===== src/rtl/mult_add_unsigned_if.sv =====
// Operand/result bundle for mult_add_unsigned: vldin/busy/vldout handshake plus data.
// The slave modport is the multiplier side; the master modport is the issuing side.
interface mult_add_unsigned_if #(
    parameter int WID0 = 32,
    parameter int WID1 = 16
);
    logic [WID0-1:0]      arg0;
    logic [WID1-1:0]      arg1;
    logic [WID1-1:0]      addend;
    logic                 vldin;
    logic                 busy;
    logic                 vldout;
    logic [WID0+WID1-1:0] product;

    modport master (
        output arg0, arg1, addend, vldin,
        input  busy, vldout, product
    );

    modport slave (
        input  arg0, arg1, addend, vldin,
        output busy, vldout, product
    );
endinterface


===== src/rtl/mult_add_unsigned.sv =====
// Sequential unsigned multiply-add, product = arg0*arg1 + addend, radix-4 shift-add.
// Optional MULT_ADD_EARLY_EXIT_EN finishes as soon as the remaining multiplier digits are zero.
module mult_add_unsigned #(
    parameter int WID0 = 32,
    parameter int WID1 = 16
) (
    input  logic                 clk,
    input  logic                 rst_n,
    mult_add_unsigned_if.slave   bus
);
    localparam int PW  = WID0 + WID1;
    localparam int N   = WID1 / 2;
    localparam int CW  = $clog2(N + 1);
    localparam logic [CW-1:0] LAST = CW'(N - 1);

    typedef enum logic [1:0] {IDLE, RUN, DONE} state_t;

    state_t          state_q,   state_d;
    logic [PW-1:0]   acc_q,     acc_d;
    logic [PW-1:0]   mcand_q,   mcand_d;
    logic [WID1-1:0] mplier_q,  mplier_d;
    logic [CW-1:0]   cnt_q,     cnt_d;
    logic [PW-1:0]   product_q, product_d;

    logic [PW-1:0]   partial;
    logic [PW-1:0]   acc_sum;
    logic [WID1-1:0] mplier_shift;
    logic            finish;

    // One radix-4 digit worth of partial product; digit 3 is m + 2m.
    always_comb begin
        partial = '0;
        case (mplier_q[1:0])
            2'd1:    partial = mcand_q;
            2'd2:    partial = mcand_q << 1;
            2'd3:    partial = mcand_q + (mcand_q << 1);
            default: partial = '0;
        endcase
    end

    assign acc_sum      = acc_q + partial;
    assign mplier_shift = mplier_q >> 2;

`ifdef MULT_ADD_EARLY_EXIT_EN
    assign finish = (cnt_q == LAST) || (mplier_shift == '0);
`else
    assign finish = (cnt_q == LAST);
`endif

    always_comb begin
        state_d   = state_q;
        acc_d     = acc_q;
        mcand_d   = mcand_q;
        mplier_d  = mplier_q;
        cnt_d     = cnt_q;
        product_d = product_q;
        case (state_q)
            IDLE, DONE: begin
                state_d = IDLE;
                if (bus.vldin) begin
                    acc_d    = PW'(bus.addend);
                    mcand_d  = PW'(bus.arg0);
                    mplier_d = bus.arg1;
                    cnt_d    = '0;
                    state_d  = RUN;
`ifdef MULT_ADD_EARLY_EXIT_EN
                    // Nothing to accumulate: the result is just the addend.
                    if (bus.arg1 == '0) begin
                        product_d = PW'(bus.addend);
                        state_d   = DONE;
                    end
`endif
                end
            end
            RUN: begin
                acc_d    = acc_sum;
                mcand_d  = mcand_q << 2;
                mplier_d = mplier_shift;
                cnt_d    = cnt_q + 1'b1;
                if (finish) begin
                    product_d = acc_sum;
                    state_d   = DONE;
                end
            end
            default: state_d = IDLE;
        endcase
    end

    always_ff @(posedge clk or negedge rst_n) begin
        if (!rst_n) begin
            state_q   <= IDLE;
            acc_q     <= '0;
            mcand_q   <= '0;
            mplier_q  <= '0;
            cnt_q     <= '0;
            product_q <= '0;
        end else begin
            state_q   <= state_d;
            acc_q     <= acc_d;
            mcand_q   <= mcand_d;
            mplier_q  <= mplier_d;
            cnt_q     <= cnt_d;
            product_q <= product_d;
        end
    end

    assign bus.busy    = (state_q == RUN);
    assign bus.vldout  = (state_q == DONE);
    assign bus.product = product_q;
endmodule

===== src/flat_wrapper.sv =====
// flat-port wrapper written by rule: the top's interface ports become plain ports
module mult_add_unsigned_flat 
#(
    parameter int WID0 = 32,
    parameter int WID1 = 16
)
  (clk, rst_n, bus_arg0, bus_arg1, bus_addend, bus_vldin, bus_busy, bus_vldout, bus_product);
  mult_add_unsigned_if #(.WID0(WID0), .WID1(WID1)) bus_i ();
  input  logic clk;
  input  logic rst_n;
  input wire logic [$bits(bus_i.arg0)-1:0] bus_arg0;
  input wire logic [$bits(bus_i.arg1)-1:0] bus_arg1;
  input wire logic [$bits(bus_i.addend)-1:0] bus_addend;
  input wire logic [$bits(bus_i.vldin)-1:0] bus_vldin;
  output wire logic [$bits(bus_i.busy)-1:0] bus_busy;
  output wire logic [$bits(bus_i.vldout)-1:0] bus_vldout;
  output wire logic [$bits(bus_i.product)-1:0] bus_product;
  assign bus_i.arg0 = bus_arg0;
  assign bus_i.arg1 = bus_arg1;
  assign bus_i.addend = bus_addend;
  assign bus_i.vldin = bus_vldin;
  assign bus_busy = bus_i.busy;
  assign bus_vldout = bus_i.vldout;
  assign bus_product = bus_i.product;
  mult_add_unsigned #(.WID0(WID0), .WID1(WID1)) u_core (.clk(clk), .rst_n(rst_n), .bus(bus_i));
endmodule

===== config.mk =====
export PLATFORM = sky130hd
export DESIGN_NAME = mult_add_unsigned_flat
export DESIGN_NICKNAME = d
export VERILOG_FILES = /design/src/rtl/mult_add_unsigned_if.sv /design/src/rtl/mult_add_unsigned.sv /design/src/flat_wrapper.sv
export SDC_FILE = /design/constraint.sdc
export NUM_CORES = 1
export LEC_CHECK = 0
export BUFFER_PORTS_ARGS = -buffer_cell sky130_fd_sc_hd__buf_2
export CAP_MARGIN = 20
export CORE_MARGIN = 8
export CORE_UTILIZATION = 35
export DETAILED_ROUTE_END_ITERATION = 10
export PLACE_DENSITY = 0.5
export SYNTH_ARGS = -nofsm -noshare
export SYNTH_HDL_FRONTEND = slang
export SYNTH_SLANG_ARGS = --single-unit

===== constraint.sdc =====
create_clock -name clk -period 6 [get_ports clk]
set_input_delay 0.6 -clock clk [delete_from_list [all_inputs] [get_ports clk]]
set_output_delay 0.6 -clock clk [all_outputs]
set_load 0.05 [all_outputs]

### Yosys cells after proc, flatten, opt, wreduce, memory -nomap -nowiden

Index checks and enable logic that the tools add are counted.

| cells by class | value |
|---|---|
| add/subtract/negate cells | 3 |
| equal/unequal tests | 8 |
| muxes and demuxes | 12 |
| reduce and logical (&&, ||, !) cells | 5 |

Operator list:

| cell | number |
|---|---|
| $pmux 48 s2 | 2 |
| $pmux 48 s3 | 1 |
| $add 48x48->48 | 2 |
| $mux 48 | 2 |
| $pmux 16 s2 | 1 |
| $mux 16 | 1 |
| $pmux 4 s2 | 1 |
| $eq 2x2->1 const B | 3 |
| $add 4x1->4 const B | 1 |
| $eq 2x1->1 const B | 2 |
| $eq 4x3->1 const B | 1 |
| $mux 4 | 1 |
| $pmux 2 s2 | 1 |
| $reduce_and 2->1 | 2 |
| $logic_not 2->1 | 1 |
| $mux 2 | 1 |
| $ne 2x1->1 const B | 1 |
| $ne 2x2->1 const B | 1 |
| $reduce_bool 2->1 | 1 |
| $reduce_or 2->1 | 1 |
| $mux 1 | 1 |

| storage, ports and cells | value |
|---|---|
| register bits | 166 |
| input port bits | 67 |
| output and inout bits | 50 |
| word-level logic and storage cells | 34 |

### Depth between registers and ports, before layout

| depth | value |
|---|---|
| word-level depth | 4 |
| depth in mapped cells | 26 |
| depth with buffers taken out | 26 |

### Worst setup path after synthesis

OpenSTA, ideal clock, no wires.

| timing | value |
|---|---|
| path type | reg2reg |
| start | register u_core.mcand_q[1] |
| end | register u_core.product_q[47], in the netlist u_core.bus.product[47] |
| library setup time | 0.069 ns |
| data arrival time | 5.143 ns |
| data required time | 5.931 ns |
| setup slack | 0.788 ns |
| stages on the path, launching flop included | 24 |
| path buffers | 0 |
| period minus slack after synthesis | 5.212 ns |
| cell sequence | dfrtp_1 > ha_1 > inv_1 > fa_1 > nand2b_1 > a21oi_1 > nor3b_2 > o21a_1 > a211o_1 > nor2_1 > nor2_1 > xnor2_1 > mux2_2 > a22o_1 > ha_1 > and2_1 > a221o_1 > o21bai_1 > o31ai_1 > nor3_2 > a221oi_4 > nor3b_2 > or4_1 > nand3_1 |

| between the ends | value |
|---|---|
| longest elaborated chain between the ends | 3 |

Ends and longest elaborated chain:

| item | line | source |
|---|---|---|
| start: declaration | mult_add_unsigned.sv:20 | `logic [PW-1:0] mcand_q, mcand_d;` |
| start signal: assignment | mult_add_unsigned.sv:100 | `mcand_q <= mcand_d;` |
| $add 48x48->48 | mult_add_unsigned.sv:36 | `2'd3: partial = mcand_q + (mcand_q << 1);` |
| $pmux 48 s3 * | mult_add_unsigned.sv:33 | `case (mplier_q[1:0])` |
| $add 48x48->48 * | mult_add_unsigned.sv:41 | `assign acc_sum = acc_q + partial;` |
| end signal: assignment | mult_add_unsigned.sv:103 | `product_q <= product_d;` |
| end: declaration | mult_add_unsigned.sv:23 | `logic [PW-1:0] product_q, product_d;` |

Mark *: on every way between the ends. The rest lies on a longest branch, timed or not.
A chain may end at the register's enable or synchronous reset.

### Final worst setup path

| timing | value |
|---|---|
| start | register u_core.mcand_q[0] |
| end | register u_core.product_q[44], in the netlist u_core.bus.product[44] |

Same word-level chain as after synthesis.

==> flow_summary.yaml <==
placement:
  dp_cells: 1937
  gp_congestion: 0.860
  port_buffers: 116
  dpl.hpwl_mm: 26.2
setup_path:
  r2r_start: "u_core.mcand_q[0]"
  path_max_fanout: 6
  end_kind: "flip-flop"
  crit_path_start: "u_core.mcand_q[0]"
  reg2regPathDepth: 26
  critPathKind: "reg -> reg"
  worst_ep_arrival_time_ns: 5.95
  critical_path_required_ns: 6.34
  cp-start-kind: "flip-flop"
detailed_routing:
  post_drt_wl_per_cell_um: 18.6
  vias_per_cell: 5.51
  final_antenna_net_count: 0
  drt-pass1-iter-count: 5
  via_count: 10900
  wirelength_mm: 36.6
  drt_iter0_drc: 655
  drc: 0
synthesis:
  synth_edf_count: 0
  synth_fp_nets: 1587
  synth-seq-area-share: 0.338
  synth_area_um2: 12300
  synth_cell_types: 79
  synth-seq-cells: 166
  syn_inst: 1424
  netlist.area_leader.share: 0.338
  ys.flop_type: "dfrtp_1"
  syn_avg_cell_area_um2: 8.64
  yosysTopAreaCell: "dfrtp_1"
  synth_area_leaders: "dfrtp_1, ha_1, nand2_1"
  async_flop_share: 1.00
  yosys_warnings: 0
cts:
  clk_root_buffer_cell: "clkbuf_16"
  clock-sinks: 166
  h-tree-depth: 4
  cts_made_buffers: 17
  cts_tree: "yes"
  clkLatencyLatePin_ns: 0.46
  clk_pin_slew_worst_paths_ns: 0.07
  cts_buffer_depth: 2
final_layout:
  final_cell_count_no_fill: 1970
  area_delta_synth_final_pct: 14.0
  fillers: 3585
  final_util: 0.406
  diodes: 0
  drive_gt1_frac: 0.161
  fin_nets: 1665
global_routing:
  grt_pass1_vias: 10800
  grt_pass1_wl_mm: 59.7
  grt_max_degree: 79
  antenna_found_initial: 6
  grt_use_total: 0.177
  grt-ovfl-total: 0
job:
  cap_violations: 0
outcome:
  outcome: "complete, no violations"
timing:
  max_freq_ghz: 0.178
  fin_crit_sh: 0.935
  max_slew_margin: 0.450
  finalSetupViolCount: 0
  min_period_ns: 5.61
  final-max-slew-violation-count: 0
  hold_violations: 0
  clock_skew_ns: 0.0117
  worst_pin_slew_ns: 0.825
hold_path:
  min_path_type: "in -> async"
die:
  row_count: 68
  start_util: 0.356
  die_w_um: 203
  dieArea_um2: 41400
  io_pins: 117
  core_area_um2: 34500
  die_h_um: 203
-- cell usage after synthesis, drive strengths merged (16+ instances only) --
cell    instances
xnor2          51
xor2           26
o21a           21
o21ai          73
dfrtp         166
nand2         291
a21o           36
nand3          19
nor3           17
clkbuf         61
a22oi          69
a21oi         100
a22o           76
inv            25
nor2           56
mux2           32
o21bai         16
nor2b          21
nand2b         23
ha             94
-- state kept, by name, summed over array words and instances (netlist names) --
register and count:
u_core.acc_q 48, u_core.bus.product 48, u_core.cnt_q 4, u_core.mcand_q 48
u_core.mplier_q 16, u_core.state_q 2
-- area by class of cell --
type / count / area [µm²] / share of cell area
clock buffers: 22 / 474 / 0.0338
clock inverters: 10 / 145 / 0.0103
inverters: 26 / 98.8 / 0.00705
multi-input cells: 1157 / 7860 / 0.560
flip-flops and latches: 166 / 4160 / 0.296
well taps: 455 / 569 / 0.0406
repair buffers: 134 / 722 / 0.0515
-- routing by layer --
layer / vias up / track usage / wire (µm)
met5: - / 0 / 80
met4: 12 / 0.0378 / 426
met3: 39 / 0.0433 / 1740
met2: 210 / 0.271 / 16000
met1: 5217 / 0.250 / 18400
li1: 5373 / - / -
-- worst paths after layout --
path / end / slack, ns
max in group asynchronous: u_core.mcand_q[44] / 4.51
min in group clk: u_core.mcand_q[26] / 0.35
setup / recovery: u_core.bus.product[44] / 0.39
hold reg to reg: u_core.bus.product[26] / 0.47
hold / removal: u_core.bus.product[18] / 0.18
setup reg to reg: u_core.bus.product[44] / 0.39
-- logic make-up after synthesis --
group,count (synthesis),synth area share
xor+xnor,77,0.0548
flops,166,0.338
fa+ha+maj,96,0.0989
compound gates,475,0.275
simple gates,475,0.171
mux,34,0.0312
buf+inv,101,0.0310
-- worst max-delay path: stages (launching register included) --
cell	delay, ns
dfrtp_1	0.43
ha_1	0.24
inv_1	0.07
fa_1	0.19
nand2b_1	0.14
a21oi_2	0.09
nor3b_4	0.23
o21ai_2	0.11
o311ai_2	0.31
nand2_1	0.10
a21o_1	0.21
xor2_1	0.14
mux2_2	0.26
a22o_1	0.20
ha_1	0.34
a21o_1	0.19
a21o_1	0.18
a21o_1	0.18
a21o_1	0.17
a221o_1	0.32
o21ai_2	0.24
o21a_2	0.22
o41ai_4	0.08
buf_4	0.18
a311oi_2	0.26
xnor2_1	0.12
mux2_2	0.26
-- what timing repair did --
item,in CTS,in global routing
hold endpoints to repair,0,0
hold buffers,0,0
setup endpoints to repair,0,24
gates resized for setup,0,19
setup buffers,0,1
-- layout by cell type (no fill, tap or decap), drive strengths merged, types with 8 or more instances in the layout --
cell    netlist  routed
and3         10      10
o21a         21      21
clkbuf       61      22
nand4        10      10
nand2       291     291
nor3         17      17
nor2b        21      21
a22oi        69      69
inv          25      26
a31oi        15      15
buf          14     134
and2          8       8
nand2b       23      23
a21o         36      36
xnor2        51      51
a22o         76      76
nand3        19      19
nor2         56      56
o21ai        73      73
mux2         32      32
a221o         8       8
dfrtp       166     166
o21bai       16      16
a21oi       100     100
ha           94      94
xor2         26      26
-- stage by stage --
stage / worst slack [ns] / area, µm² / TNS [ns] / hold slack [ns]
3_3_place_gp: 0.196 / 13300 / 0 / 0.455
3_5_place_dp: 0.135 / 13300 / 0 / 0.457
4_1_cts: 0.0780 / 13900 / 0 / 0.221
6_report: 0.390 / 14000 / 0 / 0.178
5_1_grt: -0.00571 / 14000 / -0.00571 / 0.234
2_1_floorplan: 0.788 / 12300 / 0 / 0.304
Power is not shown: default switching activity piles up to over one toggle a cycle in this logic, so the estimate is an artifact.
